[config.mk]
export PLATFORM = sky130hd
export DESIGN_NAME = tri_wave_sequencer_flat
export DESIGN_NICKNAME = d
export VERILOG_FILES = /design/src/rtl/tri_wave_sequencer_pkg.sv /design/src/rtl/tri_wave_sequencer_if.sv /design/src/rtl/tri_wave_sequencer_core.sv /design/src/rtl/tri_wave_sequencer.sv /design/src/flat_wrapper.sv
export SDC_FILE = /design/constraint.sdc
export NUM_CORES = 1
export LEC_CHECK = 0
export CAP_MARGIN = 10
export CORE_UTILIZATION = 54
export CTS_BUF_LIST = sky130_fd_sc_hd__clkbuf_4
export CTS_CLUSTER_DIAMETER = 40
export DETAILED_ROUTE_END_ITERATION = 10
export GPL_ROUTABILITY_DRIVEN = 0
export PLACE_DENSITY = 0.86
export SYNTH_ARGS = -nofsm -noshare
export SYNTH_HDL_FRONTEND = slang
export SYNTH_SLANG_ARGS = --single-unit
export TNS_END_PERCENT = 1
[constraint.sdc]
create_clock -name clk -period 2.65 [get_ports clk]
set_input_delay 0.53 -clock clk [delete_from_list [all_inputs] [get_ports clk]]
set_output_delay 0.53 -clock clk [all_outputs]
set_load 0.1 [all_outputs]
[src/rtl/tri_wave_sequencer_pkg.sv]
// Shared types and defaults for the triangular-wave run controller.
package tri_wave_pkg;

   typedef enum logic [1:0] {
      IDLE,
      RUN,
      STOPPING
   } state_t;

   localparam int unsigned WIDTH_DEFAULT = 16;
   localparam int unsigned CYC_W_DEFAULT = 16;
   // 1650 Hz waveform from a 50 MHz clock
   localparam int unsigned DEFAULT_MAX   = 15151;

endpackage

[src/rtl/tri_wave_sequencer_if.sv]
// Configuration handshake: peak value and burst length offered with valid/ready.
interface tri_wave_sequencer_if
   import tri_wave_pkg::*;
#(
   parameter int unsigned WIDTH = WIDTH_DEFAULT,
   parameter int unsigned CYC_W = CYC_W_DEFAULT
);
   logic             cfg_valid;
   logic             cfg_ready;
   logic [WIDTH-1:0] cfg_max;
   logic [CYC_W-1:0] cfg_cycles;

   modport master (output cfg_valid, output cfg_max, output cfg_cycles, input cfg_ready);
   modport slave  (input cfg_valid, input cfg_max, input cfg_cycles, output cfg_ready);
endinterface

[src/rtl/tri_wave_sequencer_core.sv]
// Up/down counter producing one triangle period of 2*max_val+2 cycles.
module tri_wave_core #(
   parameter int unsigned WIDTH = 16
) (
   input  logic             clk,
   input  logic             reset,
   input  logic             clear,
   input  logic             enable,
   input  logic [WIDTH-1:0] max_val,
   output logic [WIDTH-1:0] count,
   output logic             direction,
   output logic             boundary
);

   always_ff @(posedge clk) begin
      if (reset || clear) begin
         count     <= '0;
         direction <= 1'b0;
      end else if (enable) begin
         if (!direction) begin
            if (count < max_val) count <= count + WIDTH'(1);
            else                 direction <= 1'b1;
         end else begin
            if (count != '0) count <= count - WIDTH'(1);
            else             direction <= 1'b0;
         end
      end
   end

   assign boundary = direction && (count == '0);

endmodule

[src/rtl/tri_wave_sequencer.sv]
// Run controller: FSM, active/shadow configuration, handshake and period counting.
module tri_wave_sequencer #(
   parameter int unsigned WIDTH       = tri_wave_pkg::WIDTH_DEFAULT,
   parameter int unsigned CYC_W       = tri_wave_pkg::CYC_W_DEFAULT,
   parameter int unsigned DEFAULT_MAX = tri_wave_pkg::DEFAULT_MAX
) (
   input  logic                   clk,
   input  logic                   reset,
   tri_wave_sequencer_if.slave    cfg,
   input  logic                   start,
   input  logic                   stop,
   output logic                   busy,
   output logic [WIDTH-1:0]       count,
   output logic                   direction,
   output logic                   period_done,
   output logic                   burst_done
);
   import tri_wave_pkg::*;

   state_t           state;
   logic [WIDTH-1:0] act_max, sh_max;
   logic [CYC_W-1:0] act_cycles, sh_cycles, period_cnt, period_next;
   logic             accept, boundary, last_period;

   function automatic logic [WIDTH-1:0] floor_max(input logic [WIDTH-1:0] m);
      return (m == '0) ? WIDTH'(1) : m;
   endfunction

   tri_wave_core #(.WIDTH(WIDTH)) u_core (
      .clk       (clk),
      .reset     (reset),
      .clear     (state == IDLE),
      .enable    (state != IDLE),
      .max_val   (act_max),
      .count     (count),
      .direction (direction),
      .boundary  (boundary)
   );

   assign accept      = cfg.cfg_valid && cfg.cfg_ready;
   assign period_next = period_cnt + CYC_W'(1);
   assign last_period = (act_cycles != '0) && (period_next == act_cycles);
   assign period_done = boundary && (state != IDLE);
   assign burst_done  = period_done && (state == RUN) && last_period;

   always_ff @(posedge clk) begin
      if (reset) begin
         state         <= IDLE;
         busy          <= 1'b0;
         cfg.cfg_ready <= 1'b1;
         act_max       <= WIDTH'(DEFAULT_MAX);
         act_cycles    <= '0;
         sh_max        <= '0;
         sh_cycles     <= '0;
         period_cnt    <= '0;
      end else begin
         case (state)
            IDLE: begin
               if (accept) begin
                  act_max    <= floor_max(cfg.cfg_max);
                  act_cycles <= cfg.cfg_cycles;
               end
               if (start) begin
                  state      <= RUN;
                  busy       <= 1'b1;
                  period_cnt <= '0;
               end
            end
            RUN, STOPPING: begin
               if (period_done) period_cnt <= period_next;
               // Entering IDLE: a word arriving now or still pending lands in the active set.
               if (period_done && (state == STOPPING || last_period)) begin
                  state         <= IDLE;
                  busy          <= 1'b0;
                  cfg.cfg_ready <= 1'b1;
                  if (accept) begin
                     act_max    <= floor_max(cfg.cfg_max);
                     act_cycles <= cfg.cfg_cycles;
                  end else if (!cfg.cfg_ready) begin
                     act_max    <= sh_max;
                     act_cycles <= sh_cycles;
                  end
               end else begin
                  if (state == RUN && stop) state <= STOPPING;
                  if (accept) begin
                     sh_max        <= floor_max(cfg.cfg_max);
                     sh_cycles     <= cfg.cfg_cycles;
                     cfg.cfg_ready <= 1'b0;
                  end else if (period_done && !cfg.cfg_ready) begin
                     act_max       <= sh_max;
                     act_cycles    <= sh_cycles;
                     cfg.cfg_ready <= 1'b1;
                  end
               end
            end
            default: begin
               state <= IDLE;
               busy  <= 1'b0;
            end
         endcase
      end
   end

endmodule

[src/flat_wrapper.sv]
// flat-port wrapper written by rule: the top's interface ports become plain ports
module tri_wave_sequencer_flat import tri_wave_pkg::*;
#(
   parameter int unsigned WIDTH       = tri_wave_pkg::WIDTH_DEFAULT,
   parameter int unsigned CYC_W       = tri_wave_pkg::CYC_W_DEFAULT,
   parameter int unsigned DEFAULT_MAX = tri_wave_pkg::DEFAULT_MAX
)
  (clk, reset, start, stop, busy, count, direction, period_done, burst_done, cfg_cfg_valid, cfg_cfg_max, cfg_cfg_cycles, cfg_cfg_ready);
  tri_wave_sequencer_if #(.WIDTH(WIDTH), .CYC_W(CYC_W)) cfg_i ();
  input  logic clk;
  input  logic reset;
  input  logic start;
  input  logic stop;
  output logic busy;
  output logic [WIDTH-1:0] count;
  output logic direction;
  output logic period_done;
  output logic burst_done;
  input wire logic [$bits(cfg_i.cfg_valid)-1:0] cfg_cfg_valid;
  input wire logic [$bits(cfg_i.cfg_max)-1:0] cfg_cfg_max;
  input wire logic [$bits(cfg_i.cfg_cycles)-1:0] cfg_cfg_cycles;
  output wire logic [$bits(cfg_i.cfg_ready)-1:0] cfg_cfg_ready;
  assign cfg_i.cfg_valid = cfg_cfg_valid;
  assign cfg_i.cfg_max = cfg_cfg_max;
  assign cfg_i.cfg_cycles = cfg_cfg_cycles;
  assign cfg_cfg_ready = cfg_i.cfg_ready;
  tri_wave_sequencer #(.WIDTH(WIDTH), .CYC_W(CYC_W), .DEFAULT_MAX(DEFAULT_MAX)) u_core (.clk(clk), .reset(reset), .cfg(cfg_i), .start(start), .stop(stop), .busy(busy), .count(count), .direction(direction), .period_done(period_done), .burst_done(burst_done));
endmodule
## After elaboration in Yosys (flattened, before gate mapping)

Index checks and enable logic that the tools add are counted.

| cells by class | value |
|---|---|
| add/sub/neg operators | 3 |
| $lt $le $gt $ge | 1 |
| eq/ne operators | 12 |
| mux-type cells | 34 |
| bitwise operators | 1 |
| reduce and logical (&&, ||, !) cells | 29 |

Operators by type and width:

| kind | number |
|---|---|
| 16-bit two-way mux | 18 |
| 16-bit one-hot mux with 2 select lines | 3 |
| 16-bit by 1-bit adder with 16-bit output, second input constant | 2 |
| 16-bit zero test | 2 |
| 16-bit nonzero test | 2 |
| 16-bit equality test | 1 |
| 16-bit < comparator | 1 |
| 16-bit by 1-bit subtractor with 16-bit output, second input constant | 1 |
| 1-bit logical AND | 9 |
| 3-bit AND reduction | 3 |
| 1-bit two-way mux | 8 |
| 2-bit by 1-bit != test with 1-bit output, second input constant | 4 |
| 2-bit two-way mux | 3 |
| 3-bit by 1-bit != test with 1-bit output, second input constant | 2 |
| 2-bit AND reduction | 3 |
| 2-bit nonzero test | 3 |
| 5-bit AND reduction | 1 |
| 4-bit != test, second input constant | 1 |
| 2-bit one-hot mux with 2 select lines | 1 |
| 3-bit != test, second input constant | 1 |
| 3-bit nonzero test | 1 |
| 2-bit by 1-bit equality test with 1-bit output, second input constant | 1 |
| 2-bit equality test, second input constant | 1 |
| 2-bit zero test | 1 |
| other kinds (6) | 7 |

| storage, ports and cells | value |
|---|---|
| bits in registers | 101 |
| input port bits | 37 |
| output and inout port bits | 21 |

## Longest topological paths before layout

Gate-level depths: netlist of the first run.

| depth | value |
|---|---|
| depth in word-level cells | 8 |
| depth in mapped cells | 13 |
| mapped depth without buffers | 10 |

## Modules after synthesis

A second synthesis of the first run with hierarchy kept.

| second synthesis, totals | value |
|---|---|
| cells, all modules | 824 |
| area total of the unflattened synthesis | 6739.0 µm² |

By module, submodules not included:

| module | times used | cells each | area each (µm²) |
|---|---|---|---|
| tri_wave_sequencer | 1 | 593 | 4895.9 |
| tri_wave_core | 1 | 231 | 1843.0 |

## Least setup slack after synthesis of the first run

OpenSTA, ideal clock, no wires.

| timing | value |
|---|---|
| path type | flip-flop to output port |
| from | register u_core.u_core.direction |
| to | output burst_done |
| data arrival time | 4.894 ns |
| data required time | 2.120 ns |
| slack | -2.774 ns |
| cell stages (with the launch flop) | 8 |
| cells stage by stage | dfxtp_1 > or4b_2 > nor3_1 > and4_1 > nor2b_1 > clkbuf_1 > nand4_1 > nor2_1 |

| on the way | value |
|---|---|
| cells in the longest elaborated chain, start to end | 4 |

RTL lines:

| element | line | source |
|---|---|---|
| from (decl) | tri_wave_sequencer_core.sv:11 | `output logic direction,` |
| from (signal assigned) | tri_wave_sequencer_core.sv:18 | `direction <= 1'b0;` |
| from (signal assigned) | tri_wave_sequencer_core.sv:22 | `else direction <= 1'b1;` |
| from (signal assigned) | tri_wave_sequencer_core.sv:25 | `else direction <= 1'b0;` |
| 1-bit logical AND | tri_wave_sequencer_core.sv:30 | `assign boundary = direction && (count == '0);` |
| 1-bit logical AND | tri_wave_sequencer.sv:43 | `assign period_done = boundary && (state != IDLE);` |
| net period_done | flat_wrapper.sv:17 | `output logic period_done;` |
| 1-bit logical AND (2 in a row) | tri_wave_sequencer.sv:44 | `assign burst_done = period_done && (state == RUN) && last_period;` |
| to (decl) | flat_wrapper.sv:18 | `output logic burst_done;` |

The timed path passes the listed nets, and every way through them passes these cells.

## Worst setup path after layout of the first run

| timing | value |
|---|---|
| from | register u_core.period_cnt[9] |
| to | output burst_done |

| on the way | value |
|---|---|
| cells in the longest elaborated chain, start to end | 4 |

RTL lines:

| element | line | source |
|---|---|---|
| from (decl) | tri_wave_sequencer.sv:22 | `logic [CYC_W-1:0] act_cycles, sh_cycles, period_cnt, period_next;` |
| from (signal assigned) | tri_wave_sequencer.sv:70 | `if (period_done) period_cnt <= period_next;` |
| 16-bit by 1-bit adder with 16-bit output | tri_wave_sequencer.sv:41 | `assign period_next = period_cnt + CYC_W'(1);` |
| 16-bit equality test | tri_wave_sequencer.sv:42 | `assign last_period = (act_cycles != '0) && (period_next == act_cycles);` |
| 1-bit logical AND | tri_wave_sequencer.sv:42 |  |
| 1-bit logical AND | tri_wave_sequencer.sv:44 |  |

No other way between the ends.

==> results of run 1 <==
worst max-delay path: cells and delay by family, from the launching register on:
kind,cells,cell delay (ps)
compound gates,1,390
flops,1,430
simple gates,4,650
buf+inv,3,530
xor+xnor,1,150
Yosys cell counts, drive strengths merged (6+ instances only):
master  number  area [um2]
buf         19         141
xor2         6        52.6
a21o         9        67.6
mux2i       67         671
and2         7        43.8
nand3       17        85.1
a211oi      37         288
nor3        15        75.1
o21ai       25         125
nand2       20        75.1
inv         29         109
nand4        6        50.0
clkbuf      18        67.6
xnor2       27         236
a31oi       11        68.8
nor4        10        77.6
ha          34         425
a21oi       54         270
or3          6        37.5
nor2       102         385
nand2b       6        37.5
dfxtp      101        2020
and4         7        61.3
layout by cell type (no fill, tap or decap), drive strengths merged, types with 6 or more instances in the layout:
cell type	instances
clkdlybuf4s50	35
nand2	20
inv	32
xnor2	27
a31oi	11
ha	34
clkbuf	9
a21o	9
nand2b	6
xor2	6
nand4	6
and4	7
nor2	102
nor3	15
and2	7
or3	6
a21oi	54
nor4	10
nand3	17
buf	79
o21ai	25
mux2i	67
dfxtp	101
a211oi	37
state kept, by name, indices dropped and copies added (netlist names):
register                 cells
u_core.sh_cycles            16
u_core.state                 2
u_core.busy                  1
u_core.act_cycles           16
u_core.u_core.direction      1
u_core.period_cnt           16
u_core.sh_max               16
u_core.u_core.count         16
u_core.act_max              16
u_core.cfg.cfg_ready         1
kinds of logic after synthesis:
family / synth area share (%)
multiplexers: 11.2
AO/OA/AOI/OAI: 18.6
flip-flops: 33.9
adder cells (fa/ha/maj): 7.47
XOR/XNOR: 4.85
AND/OR/NAND/NOR: 18.5
buffers and inverters: 5.46
worst max-delay path by stage:
stage | start | to | slack, ps | depth (start not counted)
finish | u_core.period_cnt[9]$_SDFFE_PP0P_ | burst_done | -510 | 9
global route | u_core.period_cnt[9]$_SDFFE_PP0P_ | burst_done | -590 | 9
CTS | u_core.period_cnt[1]$_SDFFE_PP0P_ | burst_done | -470 | 10
detailed placement | u_core.period_cnt[1]$_SDFFE_PP0P_ | u_core.act_max[4]$_SDFFE_PP0P_ | -160 | 10
global placement | u_core.period_cnt[1]$_SDFFE_PP0P_ | u_core.act_cycles[3]$_SDFFE_PP0P_ | 5 | 10
floorplan | u_core.u_core.direction$_SDFFE_PP0N_ | burst_done | -470 | 7
cell type report:
cell class / count / area, um2 / share of cell area, %
Tap cell: 136 / 170 / 2.35
Inverter: 31 / 116 / 1.61
Sequential cell: 101 / 2040 / 28.3
Clock inverter: 7 / 106 / 1.47
Clock buffer: 9 / 67.6 / 0.934
Timing Repair Buffer: 114 / 1010 / 13.9
Multi-Input combinational cell: 519 / 3720 / 51.4
metal layers:
layer	share of wire [%]	wire length, um
met1	43	6630
met2	47	7230
met3	7.5	1160
met4	2.8	428
met5	0	0
power groups by stage:
stage                     combinational, mW  clock [mW]  sequential [mW]
after floorplan                        2.08           0             2.05
after global placement                 2.66           0             2.00
after detailed placement               2.78           0             2.02
after CTS                              2.79       0.994             1.98
after global routing                   3.08        1.06             2.02
final                                  2.87       0.987             1.99
per-stage QoR:
| step | utilization (%) | setup WS [ps] | TNS (ps) | std cells |
|---|---|---|---|---|
| after floorplan | - | -466 | -11740 | 688 |
| after global placement | 66.1 | 4.95 | 0 | 899 |
| after detailed placement | 66.1 | -163 | -2340 | 899 |
| after CTS | 68.4 | -470 | -3570 | 916 |
| after global routing | 68.8 | -594 | -14690 | 917 |
| final | 68.8 | -515 | -4820 | 917 |
timing repair:
action | CTS | global route
setup endpoints to repair | 66 | 72
buffers inserted | 1 | 0
pin swaps | 8 | 1
resized for setup | 17 | 11
==> impl_metrics.yaml, run 1 <==
grt:
  use_met1_pct: 34.9
  grt_usage_pct: 26.6
  globalRouteMet2Util_pct: 42.7
  grt_util_met3_pct: 4.80
  grt_pass1_wl_um: 24300
  overflow: 0
  grt_pass1_vias: 5129
  antenna_found_initial: 0
  grt_max_degree: 52
  top_usage_layer: "met2"
floorplanning:
  std_cell_rows: 37
  die_y_um: 107
  io_pins: 58
  fp.dieW_um: 107
  initial_utilization_pct: 56.7
  core_area_um2: 10500
  dieArea_um2: 11500
layout:
  n_antenna_cell: 0
  final_design_area_no_fill_um2: 7230
  final_layout_size_suffix_gt1_share_pct: 17.9
  nets: 848
  nFillCells: 763
  syn2layout_area_growth_pct: 21.3
sta:
  rsz0062_at_grt: "yes"
  slew_viol_final: 0
  hold_viol_final: 0
  slew_headroom_pct: 53.7
  fin_skew_ps: 16.5
  min_period_ps: 3160
  tightest_slew_ps: 695
  fmax_mhz: 316
  period_share_pct: 119
  setup_viol: 65
  hold_ws_ps: 268
  layout_setup_ws_ps: -515
clock_tree:
  clkLatencyLatePin_ps: 480
  clkSinkCount: 101
  clk_path_buf_depth: 2
  cts_root_buffer: "clkbuf_4"
  numCtsBuffers: 9
  clk_pin_slew_ps: 180
  cts_tree: "done"
  holdBufCountCts: 0
  h-tree-depth: 3
placed_design:
  dp_hpwl_um: 10900
  placed_area_um2: 6950
  port_buffers: 57
worst_hold_path:
  hold_depth: 2
  min_path_type: "input port to flip-flop"
  hp-start: "reset"
  min_to: "u_core.busy$_SDFFE_PP0P_"
yosys:
  synth-seq-cells: 101
  synth_area_um2: 5960
  yosys_warnings: 0
  avgSynthCellArea_um2: 8.67
  synth-seq-area-share_pct: 33.9
  synth-edff-count: 0
  ys_async_sr_fraction_pct: 0
  synth_cell_types: 61
  syn-num-nets: 760
  synthFlopType: "dfxtp_1"
  syn-instance-count: 688
status:
  violations: "negative setup slack"
  status: "finished, violations left"
detailed_routing:
  antenna_left: 0
  drt-wirelength-per-cell_um: 16.9
  dr.pass1.iters: 5
  drt_iter0_drc: 559
  wirelength_um: 15500
  drc: 0
  vias_per_cell: 6.10
  vias: 5590
setup_path:
  critPathMostFrequentCell: "buf_4"
  rr_worst_depth: 10
  cp-start-kind: "flip-flop"
  timing.rr.start: "u_core.period_cnt[9]$_SDFFE_PP0P_"
  worst-setup-path-type: "flip-flop to output port"
  worst-path-max-fanout: 3
  end_kind: "output port"
  timing.rr.end: "u_core.act_max[4]$_SDFFE_PP0P_"
  slowest_stage: "dfxtp_1"
  crit_path_cell_trace: "nand4_2 -> buf_4 -> nor4_4 -> xnor2_1 -> a2111oi_4 -> buf_4 -> nand4_1 -> nor2_4 -> buf_12"
  cp_data_required_time_ps: 2120
  critPathArrivalTime_ps: 2630
  crit_path_max_incr_delay_ps: 430
  rrSetupSlack_ps: -180
power:
  p_sw_mw: 2.47
  powerDensity_nw_per_um2: 809
  power_frac_clock_pct: 16.9
  ir_drop_uv: 726
  switching_share_pct: 42.2
  power.leakage_nw: 2.90
  p_total_mw: 5.85
  share_comb_of_total_power_pct: 49.1
  seq_power_share_pct: 34.1
  internal_power_mw: 3.38
job:
  drv_cap: 0
No activity file was read; power rests on OpenSTA's default activity.
==> inputs of run 2 (changes only) <==
--- a/config.mk
+++ b/config.mk
@@ -6,13 +6,16 @@
 export NUM_CORES = 1
 export LEC_CHECK = 0
 export CAP_MARGIN = 10
-export CORE_UTILIZATION = 54
+export CORE_UTILIZATION = 55
 export CTS_BUF_LIST = sky130_fd_sc_hd__clkbuf_4
 export CTS_CLUSTER_DIAMETER = 40
 export DETAILED_ROUTE_END_ITERATION = 10
 export GPL_ROUTABILITY_DRIVEN = 0
+export GPL_TIMING_DRIVEN = 0
 export PLACE_DENSITY = 0.86
+export SETUP_SLACK_MARGIN = 0.02
 export SYNTH_ARGS = -nofsm -noshare
 export SYNTH_HDL_FRONTEND = slang
+export SYNTH_HIERARCHICAL = 1
 export SYNTH_SLANG_ARGS = --single-unit
 export TNS_END_PERCENT = 1
==> run 2 against run 1 <==
Net effect:
- the run still ends with negative setup slack left
- non-clock buffer count rose by 32
- critical endpoint unchanged
- setup slack got worse by 170 ps
- first-iteration DRC count rose by 17%
- sequential power fell by 14%
==> impl_metrics.yaml, run 2 <==
setup_path:
  slowest_stage: "dfxtp_2"
  critPathArrivalTime_ps: 2800
  crit_path_cell_trace: "nand4_1 -> nor4_4 -> mux2i_2 -> o2111ai_2 -> nor3_2 -> and4_4 -> buf_12"
  crit_path_max_incr_delay_ps: 470
  worst-setup-path-type: "flip-flop to output port"
  cp_data_required_time_ps: 2120
  cp-start-kind: "flip-flop"
  worst-path-max-fanout: 7
  end_kind: "output port"
  rrSetupSlack_ps: -270
grt:
  antenna_found_initial: 0
  grt_usage_pct: 28.9
  grt_util_met3_pct: 4.50
  grt_max_degree: 21
  top_usage_layer: "met2"
  globalRouteMet2Util_pct: 45.3
  grt_pass1_vias: 6073
  overflow: 0
  grt_pass1_wl_um: 29700
  use_met1_pct: 40.0
yosys:
  synth-seq-cells: 101
  yosysTopAreaCellShare_pct: 30.0
  synth_cell_types: 76
  avgSynthCellArea_um2: 8.18
  yosys-top-cells-area: "dfxtp_1, ha_1, mux2i_1"
  yosys-top-cells-count: "dfxtp_1, nand2_1, nor2_1, o21ai_0"
  syn-num-nets: 896
  ys_async_sr_fraction_pct: 0
  synth-seq-area-share_pct: 30.0
  syn-instance-count: 824
  synth_area_um2: 6740
  synthFlopType: "dfxtp_1"
  synth.largest_area_cell: "dfxtp_1"
  yosysMostFrequentCell: "dfxtp_1"
  yosys_warnings: 6
  synth-edff-count: 0
sta:
  fmax_mhz: 300
  setup_viol: 66
  period_share_pct: 126
  min_period_ps: 3330
  hold_ws_ps: 470
  rsz0062_at_grt: "yes"
  fin_skew_ps: 21.7
  tightest_slew_ps: 982
  tns_ps: -13540
  slew_viol_final: 0
  slew_headroom_pct: 34.3
  layout_setup_ws_ps: -681
  hold_viol_final: 0
detailed_routing:
  drc: 0
  antenna_left: 0
  dr.pass1.iters: 5
  drt_iter0_drc: 652
  wirelength_um: 19100
  vias_per_cell: 6.33
  drt-wirelength-per-cell_um: 17.8
  vias: 6789
power:
  power.leakage_nw: 3.13
  ir_drop_uv: 337
  seq_power_share_pct: 50.2
  powerDensity_nw_per_um2: 415
  p_total_mw: 3.41
  p_sw_mw: 1.22
  share_comb_of_total_power_pct: 27.5
  internal_power_mw: 2.20
  switching_share_pct: 35.7
  power_frac_clock_pct: 22.3
clock_tree:
  clkLatencyLatePin_ps: 500
  h-tree-depth: 3
  cts_root_buffer: "clkbuf_4"
  cts_tree: "done"
  holdBufCountCts: 0
  clkSinkCount: 101
  clk_path_buf_depth: 2
  numCtsBuffers: 9
  clk_pin_slew_ps: 160
floorplanning:
  die_y_um: 113
  dieArea_um2: 12700
  core_area_um2: 12000
  std_cell_rows: 40
  io_pins: 58
  initial_utilization_pct: 56.3
  fp.dieW_um: 113
layout:
  multiInputGateArea_um2: 4520
  n_antenna_cell: 0
  final_common_cell: "nand2_1"
  final_design_area_no_fill_um2: 8230
  final_layout_size_suffix_gt1_share_pct: 17.3
  nets: 992
  regArea_um2: 2090
  nFillCells: 904
  syn2layout_area_growth_pct: 22.1
  layout_common_cells: "nand2_1, dfxtp_1, nor2_1"
  fin_cells: 1072
status:
  status: "finished, violations left"
  violations: "negative setup slack"
job:
  drv_cap: 0
placed_design:
  port_buffers: 57
  placed_area_um2: 7640
  dp_cells: 1028
  dp_hpwl_um: 13400
worst_hold_path:
  min_path_type: "flip-flop to flip-flop"
## run 2: through the flow
| stage | utilization [%] | worst slack, ps |
|---|---|---|
| detailed placement | 63.9 | -1140 |
| floorplan | - | -1.53 |
| global placement | 63.9 | -1110 |
| global route | 68.8 | -769 |
| CTS | 66.2 | -609 |
| finish | 68.8 | -681 |
## run 2: power groups by stage
stage	clock, mW	combinational [mW]	sequential (mW)
6_report	0.760	0.939	1.72
2_1_floorplan	0	0.592	1.75
3_3_place_gp	0	0.834	1.74
4_1_cts	0.774	0.875	1.71
5_1_grt	0.834	1.01	1.73
3_5_place_dp	0	0.852	1.74
## run 2: worst paths after layout
kind         depth (start not counted)                              start                               end
max                                  7  u_core/period_cnt[7]$_SDFFE_PP0P_                        burst_done
min                                  2   u_core/sh_cycles[5]$_SDFFE_PP0P_  u_core/sh_cycles[5]$_SDFFE_PP0P_
max reg2reg                         13  u_core/period_cnt[0]$_SDFFE_PP0P_  u_core/sh_cycles[1]$_SDFFE_PP0P_
min reg2reg                          2   u_core/sh_cycles[5]$_SDFFE_PP0P_  u_core/sh_cycles[5]$_SDFFE_PP0P_
## run 2: repair_timing
item,CTS,global route
gates resized for setup,38,46
pin swaps,7,26
setup buffers,9,19
endpoints found under the setup margin,69,81
## run 2: area by class of cell
type | count | share of cell area, %
Multi-Input combinational cell | 631 | 55.0
Sequential cell | 101 | 25.5
Timing Repair Buffer | 85 | 9.72
Buffer | 61 | 4.81
Tap cell | 147 | 2.24
Inverter | 31 | 1.41
Clock buffer | 9 | 0.821
Clock inverter | 7 | 0.593
## run 2: critical path, delay by kind of cell, from the launching register on
family | cells | cell delay, ps
muxes | 1 | 320
buffers and inverters | 1 | 170
DFF | 1 | 470
and+or+nand+nor | 4 | 1170
AOI/OAI and AO/OA | 1 | 170
## run 2: kinds of logic after synthesis
family | after synthesis | synth area share (%)
flops | 101 | 30.0
fa+ha+maj | 35 | 6.61
mux | 43 | 6.41
buf+inv | 92 | 6.42
simple gates | 278 | 21.2
xor+xnor | 27 | 3.51
compound gates | 248 | 25.8
## run 2: metal layers
layer  routed length (um)  share of wire, %
met5                    0                 0
met4                  427               2.2
met3                 1520               7.9
met2                 8840                46
met1                 8300                44
